[src/rtl/req_tracker4.sv]
// req_tracker4: per-channel pending-request counters that drive a 4-way
// fixed-priority selector, then capture and hold its one-hot grant.
// Ports: clock, reset (async, active-low);
//   req_in[3:0] request events, ps_gnt[3:0] selector grant,
//   done release pulse, ovf_clr sticky-overflow clear;
//   ps_req[3:0]/ps_en to selector, gnt_valid/gnt_oh[3:0]/gnt_id[1:0]
//   held grant, ovf[3:0] sticky drop flags, timeout forced-release pulse.
// Params: CNT_W counter width, TIMEOUT hold limit (1..255).
// Optional macro HOLD_TIMEOUT_EN: force release after TIMEOUT BUSY cycles.
module req_tracker4 #(
    parameter int CNT_W   = 2,
    parameter int TIMEOUT = 15
) (
    input  logic       clock,
    input  logic       reset,
    input  logic [3:0] req_in,
    input  logic [3:0] ps_gnt,
    input  logic       done,
    input  logic       ovf_clr,
    output logic [3:0] ps_req,
    output logic       ps_en,
    output logic       gnt_valid,
    output logic [3:0] gnt_oh,
    output logic [1:0] gnt_id,
    output logic [3:0] ovf,
    output logic       timeout
);

    if (TIMEOUT < 1 || TIMEOUT > 255) begin : g_bad_timeout
        $error("req_tracker4: TIMEOUT must be 1..255");
    end

    typedef enum logic {IDLE, BUSY} state_t;

    localparam logic [CNT_W-1:0] PMAX = '1;

    state_t           state;
    state_t           state_n;
    logic [CNT_W-1:0] pend   [4];
    logic [CNT_W-1:0] pend_n [4];
    logic [3:0]       ovf_set;
    logic [3:0]       cap;
    logic [3:0]       sel_oh;
    logic [1:0]       sel_id;
    logic             take;
    logic             force_rel;
    logic             rel;

    always_comb begin
        ps_req = '0;
        for (int i = 0; i < 4; i++)
            ps_req[i] = (pend[i] != '0);
    end

    assign ps_en = (state == IDLE) && (ps_req != 4'b0);

    // Grants on channels with nothing pending are masked off.
    assign cap  = ps_en ? (ps_gnt & ps_req) : 4'b0;
    assign take = (cap != 4'b0);

    // Highest set bit wins if the selector ever returns non-one-hot.
    always_comb begin
        sel_oh = 4'b0;
        sel_id = 2'd0;
        if (cap[3]) begin
            sel_oh = 4'b1000;
            sel_id = 2'd3;
        end else if (cap[2]) begin
            sel_oh = 4'b0100;
            sel_id = 2'd2;
        end else if (cap[1]) begin
            sel_oh = 4'b0010;
            sel_id = 2'd1;
        end else if (cap[0]) begin
            sel_oh = 4'b0001;
            sel_id = 2'd0;
        end
    end

`ifdef HOLD_TIMEOUT_EN
    logic [7:0] hold_cnt;
    logic       expire;

    // Expires on the TIMEOUT-th BUSY edge; done on that edge wins.
    assign expire    = (state == BUSY) &&
                       (hold_cnt == 8'(TIMEOUT - 1));
    assign force_rel = expire && !done;

    always_ff @(posedge clock or negedge reset) begin
        if (!reset) begin
            hold_cnt <= 8'd0;
            timeout  <= 1'b0;
        end else begin
            timeout <= force_rel;
            if (take)
                hold_cnt <= 8'd0;
            else if (state == BUSY)
                hold_cnt <= hold_cnt + 8'd1;
        end
    end
`else
    assign force_rel = 1'b0;
    assign timeout   = 1'b0;
`endif

    assign rel = (state == BUSY) && (done || force_rel);

    always_ff @(posedge clock or negedge reset) begin
        if (!reset)
            state <= IDLE;
        else
            state <= state_n;
    end

    always_comb begin
        state_n = state;
        unique case (state)
            IDLE: if (take) state_n = BUSY;
            BUSY: if (rel)  state_n = IDLE;
            default: state_n = IDLE;
        endcase
    end

    always_ff @(posedge clock or negedge reset) begin
        if (!reset) begin
            gnt_valid <= 1'b0;
            gnt_oh    <= 4'b0;
            gnt_id    <= 2'd0;
        end else if (take) begin
            gnt_valid <= 1'b1;
            gnt_oh    <= sel_oh;
            gnt_id    <= sel_id;
        end else if (rel) begin
            gnt_valid <= 1'b0;
            gnt_oh    <= 4'b0;
        end
    end

    // A capture never hits an empty counter, so no underflow guard.
    always_comb begin
        ovf_set = 4'b0;
        for (int i = 0; i < 4; i++) begin
            pend_n[i] = pend[i];
            if (req_in[i] && !(take && sel_oh[i])) begin
                if (pend[i] == PMAX)
                    ovf_set[i] = 1'b1;
                else
                    pend_n[i] = pend[i] + 1'b1;
            end else if (!req_in[i] && take && sel_oh[i]) begin
                pend_n[i] = pend[i] - 1'b1;
            end
        end
    end

    always_ff @(posedge clock or negedge reset) begin
        if (!reset) begin
            for (int i = 0; i < 4; i++)
                pend[i] <= '0;
            ovf <= 4'b0;
        end else begin
            for (int i = 0; i < 4; i++)
                pend[i] <= pend_n[i];
            ovf <= (ovf & ~{4{ovf_clr}}) | ovf_set;
        end
    end

endmodule

[config.mk]
export PLATFORM = sky130hd
export DESIGN_NAME = req_tracker4
export DESIGN_NICKNAME = d
export VERILOG_FILES = /design/src/rtl/req_tracker4.sv
export SDC_FILE = /design/constraint.sdc
export NUM_CORES = 1
export LEC_CHECK = 0
export CORE_UTILIZATION = 48
export CTS_BUF_LIST = sky130_fd_sc_hd__clkbuf_4
export DETAILED_ROUTE_END_ITERATION = 10
export PLACE_DENSITY_LB_ADDON = 0.3
export RECOVER_POWER = 25
export REMOVE_ABC_BUFFERS = 1
export SYNTH_ARGS = -nofsm -noshare
export SYNTH_HDL_FRONTEND = slang
export SYNTH_SLANG_ARGS = --single-unit
[constraint.sdc]
create_clock -name clock -period 2.1 [get_ports clock]
set_input_delay 0.21 -clock clock [delete_from_list [all_inputs] [get_ports clock]]
set_output_delay 0.21 -clock clock [all_outputs]
set_load 0.01 [all_outputs]
==> metrics.md, run 1 <==
| Metric | Value |
|---|---|
| Nets | 153 |
| Max clock buf depth | 2 |
| Power Internal | 992 uW |
| Async SR Flop Fraction | 1.00 |
| I/O Buffers | 27 |
| CTS tree | built |
| Core ar. | 1960 um^2 |
| Cell Area, Synth | 1010 um^2 |
| CP required | 1.89 ns |
| Net Sw Frac | 0.374 |
| Slew margin rel. | 0.281 |
| Critical path class | flop to output port |
| Clock Skews | 0.00790 ns |
| DR WL/cell | 14.0 um |
| TNS Setup | 0 ns |
| Clock-pin transition on the worst setup and hold timing paths | 0.11 ns |
| Register area share after synthesis | 0.496 |
| First-pass GRT wire length | 3560 um |
| Initial Util | 0.514 |
| Hold buffers post-CTS | 0 |
| Crit end category | output port |
| Fmax | 520 MHz |
| Placer Congestion | 0.784 |
| Drt via density | 5.78 |
| ANT nets after route | 0 |
| Mean post-synth cell area | 9.51 um^2 |
| Total grt overflow | 0 |
| H-tree Lvls | 1 |
| Status | finished clean |
| CTS buffer count | 3 |
| Die area | 2290 um^2 |
| Critical Path Start Type | flop |
| Clock sink count | 20 |
| Total of max-cap violations | 0 |
| Yosys reg bits | 20 |
| # setup viols final | 0 |
| Area of the multi-input gates | 465 um^2 |
| Fillers | 164 |
| Via Count | 959 |
| Chip Width | 47.8 um |
| Layout area overhead | 35.1% |
| Logic pwr share | 0.481 |
| Finished Layout Cells | 166 |
| Measured slew at the worst slew-check pin | 1.08 ns |
| Initial DRC count | 28 |
| Arr. time, crit path | 1.71 ns |
| Antenna violations before repair | 0 |
| Top cell type by total area after synthesis | dfrtp_1 |
| PD cells | 1160 nW/um^2 |
| Crit path buffers/inverters | 1 |
| Skew-Pair Late Insertion Delay | 0.30 ns |
| Cell Chain, Critical Path | or2_2 -> o41a_1 -> dlygate4sd2_1 |
| Die H | 47.8 um |
| Synth Instances | 106 |
| Total track usage | 0.230 |
| Max VDD drop | 0.713 mV |
| CTS root buf | clkbuf_4 |
| Warnings from Yosys | 0 |
| Top-area cell type share of the netlist area | 0.496 |
| Slack of the critical path | 0.177 ns |
| Final hold viol count | 0 |
| Layout cells sized above 1 | 0.122 |
| Netlist cell types | 37 |
| Pin count of the biggest net entering global routing | 21 |
| Most used DFF post-synth | dfrtp_1 |
| Vias in the first global route | 891 |
| Ant. Diodes | 0 |
| Synth top area cells | dfrtp_1 (50%), o22ai_1 (3.7%), nor2_1 (3.3%), a21oi_1 (3.0%), o21ai_0 (3.0%) |
| DPL Wire Length | 1670 um |
| Register area | 500 um^2 |
| Switch Pwr | 593 uW |
| Top Ports | 29 |
| Unrepaired setup endpoints after global routing | no |
| Slowest-stage cell, CP | dfrtp_1 |
| Final Max Tran Viols | 0 |
| Number of remaining DRC errors | 0 |
| Place WS | 0.239 ns |
| Peak fanout along the critical path | 7 |
| Worst path max stage delay | 0.46 ns |
| Seq pwr share | 0.406 |
| Period utilization | 0.916 |
| Routed wire length | 2320 um |
| Row count | 16 |
| Placed cell count | 158 |
| Drt first pass iters | 4 |
| Post-route minimum period | 1.92 ns |
| Leak Pwr | 0.573 nW |
| Clock power frac | 0.113 |
| CP top delay family | flip-flops |
| EDFF count, synth | 0 |
| HP Class | flop to flop |
[cell type report]
type / instances / share of cell area
Inverter: 8 / 0.0220
Multi-Input combinational cell: 75 / 0.342
Tap cell: 27 / 0.0248
Timing Repair Buffer: 33 / 0.228
Clock buffer: 3 / 0.0165
Sequential cell: 20 / 0.367
[synthesized netlist by cell type (2+ instances only)]
| cell type | number |
|---|---|
| o21ai_1 | 3 |
| or3_1 | 2 |
| o21ai_0 | 6 |
| nand3_1 | 2 |
| o211ai_1 | 3 |
| o31ai_1 | 2 |
| nor2_1 | 9 |
| nand2_1 | 7 |
| o21a_1 | 3 |
| or2_2 | 3 |
| a21oi_1 | 6 |
| o22ai_1 | 6 |
| dfrtp_1 | 20 |
| a21o_1 | 3 |
| clkbuf_1 | 2 |
| inv_1 | 8 |
[sequential cells by signal (all words and copies together), names as in the netlist]
name,flops
pend,8
state,1
gnt_id,2
gnt_oh,4
ovf,4
gnt_valid,1
[power by group through the flow]
stage               registers (mW)  clock network (mW)  logic (mW)
finish                       0.644               0.179       0.762
detailed placement           0.692                   0       0.665
global placement             0.679                   0       0.646
global route                 0.666               0.199       0.844
CTS                          0.640               0.183       0.763
floorplan                    0.704                   0       0.322
[metrics by stage]
step / util / total power [mW] / instance area, um^2 / hold WS (ns)
6_report: 0.695 / 1.59 / 1360 / 0.489
5_1_grt: 0.695 / 1.71 / 1360 / 0.516
4_1_cts: 0.696 / 1.59 / 1370 / 0.240
3_5_place_dp: 0.665 / 1.36 / 1310 / 0.471
3_3_place_gp: 0.665 / 1.32 / 1310 / 0.464
2_1_floorplan: - / 1.03 / 993 / -0.0856
[routing by layer]
| layer | part of all wire | up-vias | global-route usage |
|---|---|---|---|
| li1 | - | 458 | - |
| met1 | 0.44 | 457 | 0.272 |
| met2 | 0.50 | 40 | 0.376 |
| met3 | 0.050 | 4 | 0.0453 |
| met4 | 0.0095 | 0 | 0.156 |
| met5 | 0 | - | 0 |
[path summary, 6_finish.rpt]
path | cells after the start | startpoint | end | slack [ns]
min reg2reg | 1 | gnt_id[1]$_DFFE_PN0N_ | gnt_id[1]$_DFFE_PN0N_ | 0.49
max in group asynchronous | 2 | reset | pend[6]$_DFFE_PN0P_ | 0.84
max | 3 | pend[4]$_DFFE_PN0P_ | ps_en | 0.18
min | 1 | gnt_id[1]$_DFFE_PN0N_ | gnt_id[1]$_DFFE_PN0N_ | 0.49
max reg2reg | 5 | pend[0]$_DFFE_PN0P_ | state$_DFF_PN0_ | 0.32
min in group asynchronous | 2 | reset | pend[2]$_DFFE_PN0P_ | 0.61
[kinds of logic after synthesis]
logic type                share of synthesized area
DFF                                           0.496
and+or+nand+nor                               0.180
other                                       0.00372
buffers and inverters                        0.0447
xor gates and xnor gates                    0.00869
AOI/OAI and AO/OA                             0.267
[cells in the final DEF, fill, tap and decap left out, types with 2 or more instances in the layout]
cell type        instances
a21o_1                   3
a21oi_1                  6
buf_4                    5
clkbuf_4                 3
clkdlybuf4s50_1         25
dfrtp_1                 20
inv_1                    8
nand2_1                  7
nand3_1                  2
nor2_1                   9
o211ai_1                 3
o21a_1                   3
o21ai_0                  6
o21ai_1                  3
o22ai_1                  6
o31ai_1                  2
or2_2                    3
or3_1                    2
[repair_timing]
| item | 4_1_cts | 5_1_grt |
|---|---|---|
| setup endpoints to repair | 1 | 0 |
| gates resized for setup | 2 | 0 |
| setup buffers | 5 | 0 |
Note: power is estimated with default switching activity, not from simulation.
==> run 2: changes to the inputs <==
CORE_UTILIZATION = 25   (was 48)
GPL_ROUTABILITY_DRIVEN = 0   (was unset)
==> metrics.md, run 2 (synthesis results as in run 1) <==
| Metric | Value |
|---|---|
| Status | finished clean (unchanged) |
| Slew margin rel. | 0.264 (was 0.281) |
| Routed wire length | 2560 um (was 2320 um) |
| Post-route minimum period | 1.94 ns (was 1.92 ns) |
| # setup viols final | 0 (unchanged) |
| Final Max Tran Viols | 0 (unchanged) |
| Pin count of the biggest net entering global routing | 21 (unchanged) |
| Crit end category | output port (unchanged) |
| CTS root buf | clkbuf_4 (unchanged) |
| Max clock buf depth | 2 (unchanged) |
| Die H | 65.5 um (was 47.8 um) |
| Post-route cell area | 1400 um^2 (was 1360 um^2) |
| Global Route met2 Usage | 0.226 (was 0.376) |
| Drt via density | 4.89 (was 5.78) |
| Initial Util | 0.267 (was 0.514) |
| Row count | 22 (was 16) |
| Met1 Use GR | 0.160 (was 0.272) |
| Critical path class | flop to output port (unchanged) |
| Layout cells sized above 1 | 0.121 (was 0.122) |
| Total grt overflow | 0 (unchanged) |
| Clock-pin transition on the worst setup and hold timing paths | 0.12 ns (was 0.11 ns) |
| Clock Skews | 0.00867 ns (was 0.00790 ns) |
| Slowest-stage cell, CP | o41a_1 (was dfrtp_1) |
| Total of max-cap violations | 0 (unchanged) |
| Hold endpoint | gnt_id[1]$_DFFE_PN0N_ (unchanged) |
| Max VDD drop | 0.447 mV (was 0.713 mV) |
| GR met3 Demand/Resource | 0.0260 (was 0.0453) |
| Placed Area | 1340 um^2 (was 1310 um^2) |
| R2r setup slk | 0.32 ns (about the same) |
| Layout area overhead | 38.6% (was 35.1%) |
| I/O Buffers | 27 (unchanged) |
| Total track usage | 0.130 (was 0.230) |
| PD cells | 1140 nW/um^2 (was 1160 nW/um^2) |
| Nets | 154 (was 153) |
| Period utilization | 0.923 (was 0.916) |
| Most frequent cells in the layout | clkdlybuf4s50_1 (25), dfrtp_1 (20), nor2_1 (9) (unchanged) |
| Via Count | 925 (was 959) |
| Chip Width | 65.5 um (was 47.8 um) |
| Reg2reg end | pend[5]$_DFFE_PN0P_ (was state$_DFF_PN0_) |
| Crit path buffers/inverters | 1 (unchanged) |
| Clock sink count | 20 (unchanged) |
| Arr. time, crit path | 1.73 ns (was 1.71 ns) |
| HP Class | flop to flop (unchanged) |
| Hold_sp | gnt_id[1]$_DFFE_PN0N_ (unchanged) |
| CTS tree | built (unchanged) |
| Vias in the first global route | 961 (was 891) |
| Launch point of the worst reg-to-reg path | pend[0]$_DFFE_PN0P_ (unchanged) |
| Ant. Diodes | 0 (unchanged) |
| Core ar. | 3770 um^2 (was 1960 um^2) |
| Antenna violations before repair | 0 (unchanged) |
| Core Util, Final | 0.371 (was 0.695) |
| Grt peak-use layer | met2 (unchanged) |
| Fillers | 368 (was 164) |
| Skew-Pair Late Insertion Delay | 0.30 ns (about the same) |
| Die area | 4290 um^2 (was 2290 um^2) |
| Top Registers | pend x8, gnt_oh x4, ovf x4 (unchanged) |
| Fmax | 516 MHz (was 520 MHz) |
| Peak fanout along the critical path | 2 (was 7) |
| Final hold viol count | 0 (unchanged) |
| CP required | 1.89 ns (about the same) |
| DPL Wire Length | 1890 um (was 1670 um) |
| Worst path max stage delay | 0.43 ns (was 0.46 ns) |
| Commonest non-fill, non-tap cell in the layout | clkdlybuf4s50_1 (unchanged) |
| Critical Path Start Type | flop (unchanged) |
| ANT nets after route | 0 (unchanged) |
| Worst Reg-to-Reg Cells | 5 (unchanged) |
| CP top delay family | compound AO/OA/AOI/OAI gates (was flip-flops) |
| Unrepaired setup endpoints after global routing | no (unchanged) |
| Initial DRC count | 29 (was 28) |
| Drt first pass iters | 4 (unchanged) |
| Largest reg by FF count | pend (unchanged) |
| H-tree Lvls | 1 (unchanged) |
| Largest register FFs | 8 (unchanged) |
| First-pass GRT wire length | 4310 um (was 3560 um) |
| Measured slew at the worst slew-check pin | 1.10 ns (was 1.08 ns) |
| TNS Setup | 0 ns (unchanged) |
| Leak Pwr | 0.577 nW (was 0.573 nW) |
| CTS buffer count | 3 (unchanged) |
| Cell Chain, Critical Path | or2_2 -> o41a_1 -> dlygate4sd2_1 (unchanged) |
| Top Ports | 29 (unchanged) |
| DR WL/cell | 13.6 um (was 14.0 um) |
| Hold Path Depth | 1 (unchanged) |
| Number of remaining DRC errors | 0 (unchanged) |
run 2: cell types whose count changed in the layout (fill, tap and decap cells not counted):
cell / change
clkinv_1: +1
or2_4: -1
buf_4: +1
or2_1: +1
run 2: worst reg2reg max path, stage by stage (launching register included):
cell	delay (ns)
dfrtp_1	0.40
buf_4	0.16
o21a_1	0.25
or4_4	0.54
o31ai_1	0.21
o21ai_0	0.11
run 2: area by class of cell:
cell class	instances	area, um^2	area share
Sequential cell	20	500	0.358
Multi-Input combinational cell	75	463	0.331
Timing Repair Buffer	34	318	0.227
Tap cell	48	60.1	0.0430
Inverter	8	30.0	0.0215
Clock buffer	3	22.5	0.0161
Clock inverter	1	3.75	0.00269
run 2: how the worst max path moves through the flow:
stage	slack (ns)	from	cells after the start	endpoint
6_report	0.16	pend[3]$_DFFE_PN0P_	3	ps_en
5_1_grt	0.1	pend[3]$_DFFE_PN0P_	3	ps_en
4_1_cts	0.13	pend[3]$_DFFE_PN0P_	3	ps_en
3_5_place_dp	0.22	pend[3]$_DFFE_PN0P_	3	ps_en
3_3_place_gp	0.25	pend[3]$_DFFE_PN0P_	3	ps_en
2_1_floorplan	0.55	pend[0]$_DFFE_PN0P_	4	pend[5]$_DFFE_PN0P_
run 2: power breakdown:
part / total [mW] / internal (mW) / switching [mW] / leakage, nW
Combinational: 0.759 / 0.402 / 0.357 / 0.341
Clock: 0.190 / 0.0692 / 0.121 / 0.0154
Sequential: 0.649 / 0.526 / 0.123 / 0.221
run 2: repair_timing:
item / 4_1_cts / 5_1_grt
gates resized for setup: 1 / 0
endpoints found under the hold margin: 0 / 0
setup endpoints to repair: 1 / 0
setup buffers: 5 / 0
hold buffers: 0 / 0
run 2: metrics by stage:
step                hold WS (ns)  total power [mW]  cells  setup WS [ns]
finish                     0.493              1.60    189          0.161
global route               0.533              1.73    189         0.0999
CTS                        0.230              1.62    189          0.133
detailed placement         0.469              1.37    180          0.223
global placement           0.466              1.35    180          0.246
floorplan                -0.0856              1.03    103          0.546
run 2: metal layers:
layer  share of wire  wire length (um)
met5               0                 0
met4          0.0047                12
met3           0.050               127
met2            0.49              1270
met1            0.45              1150
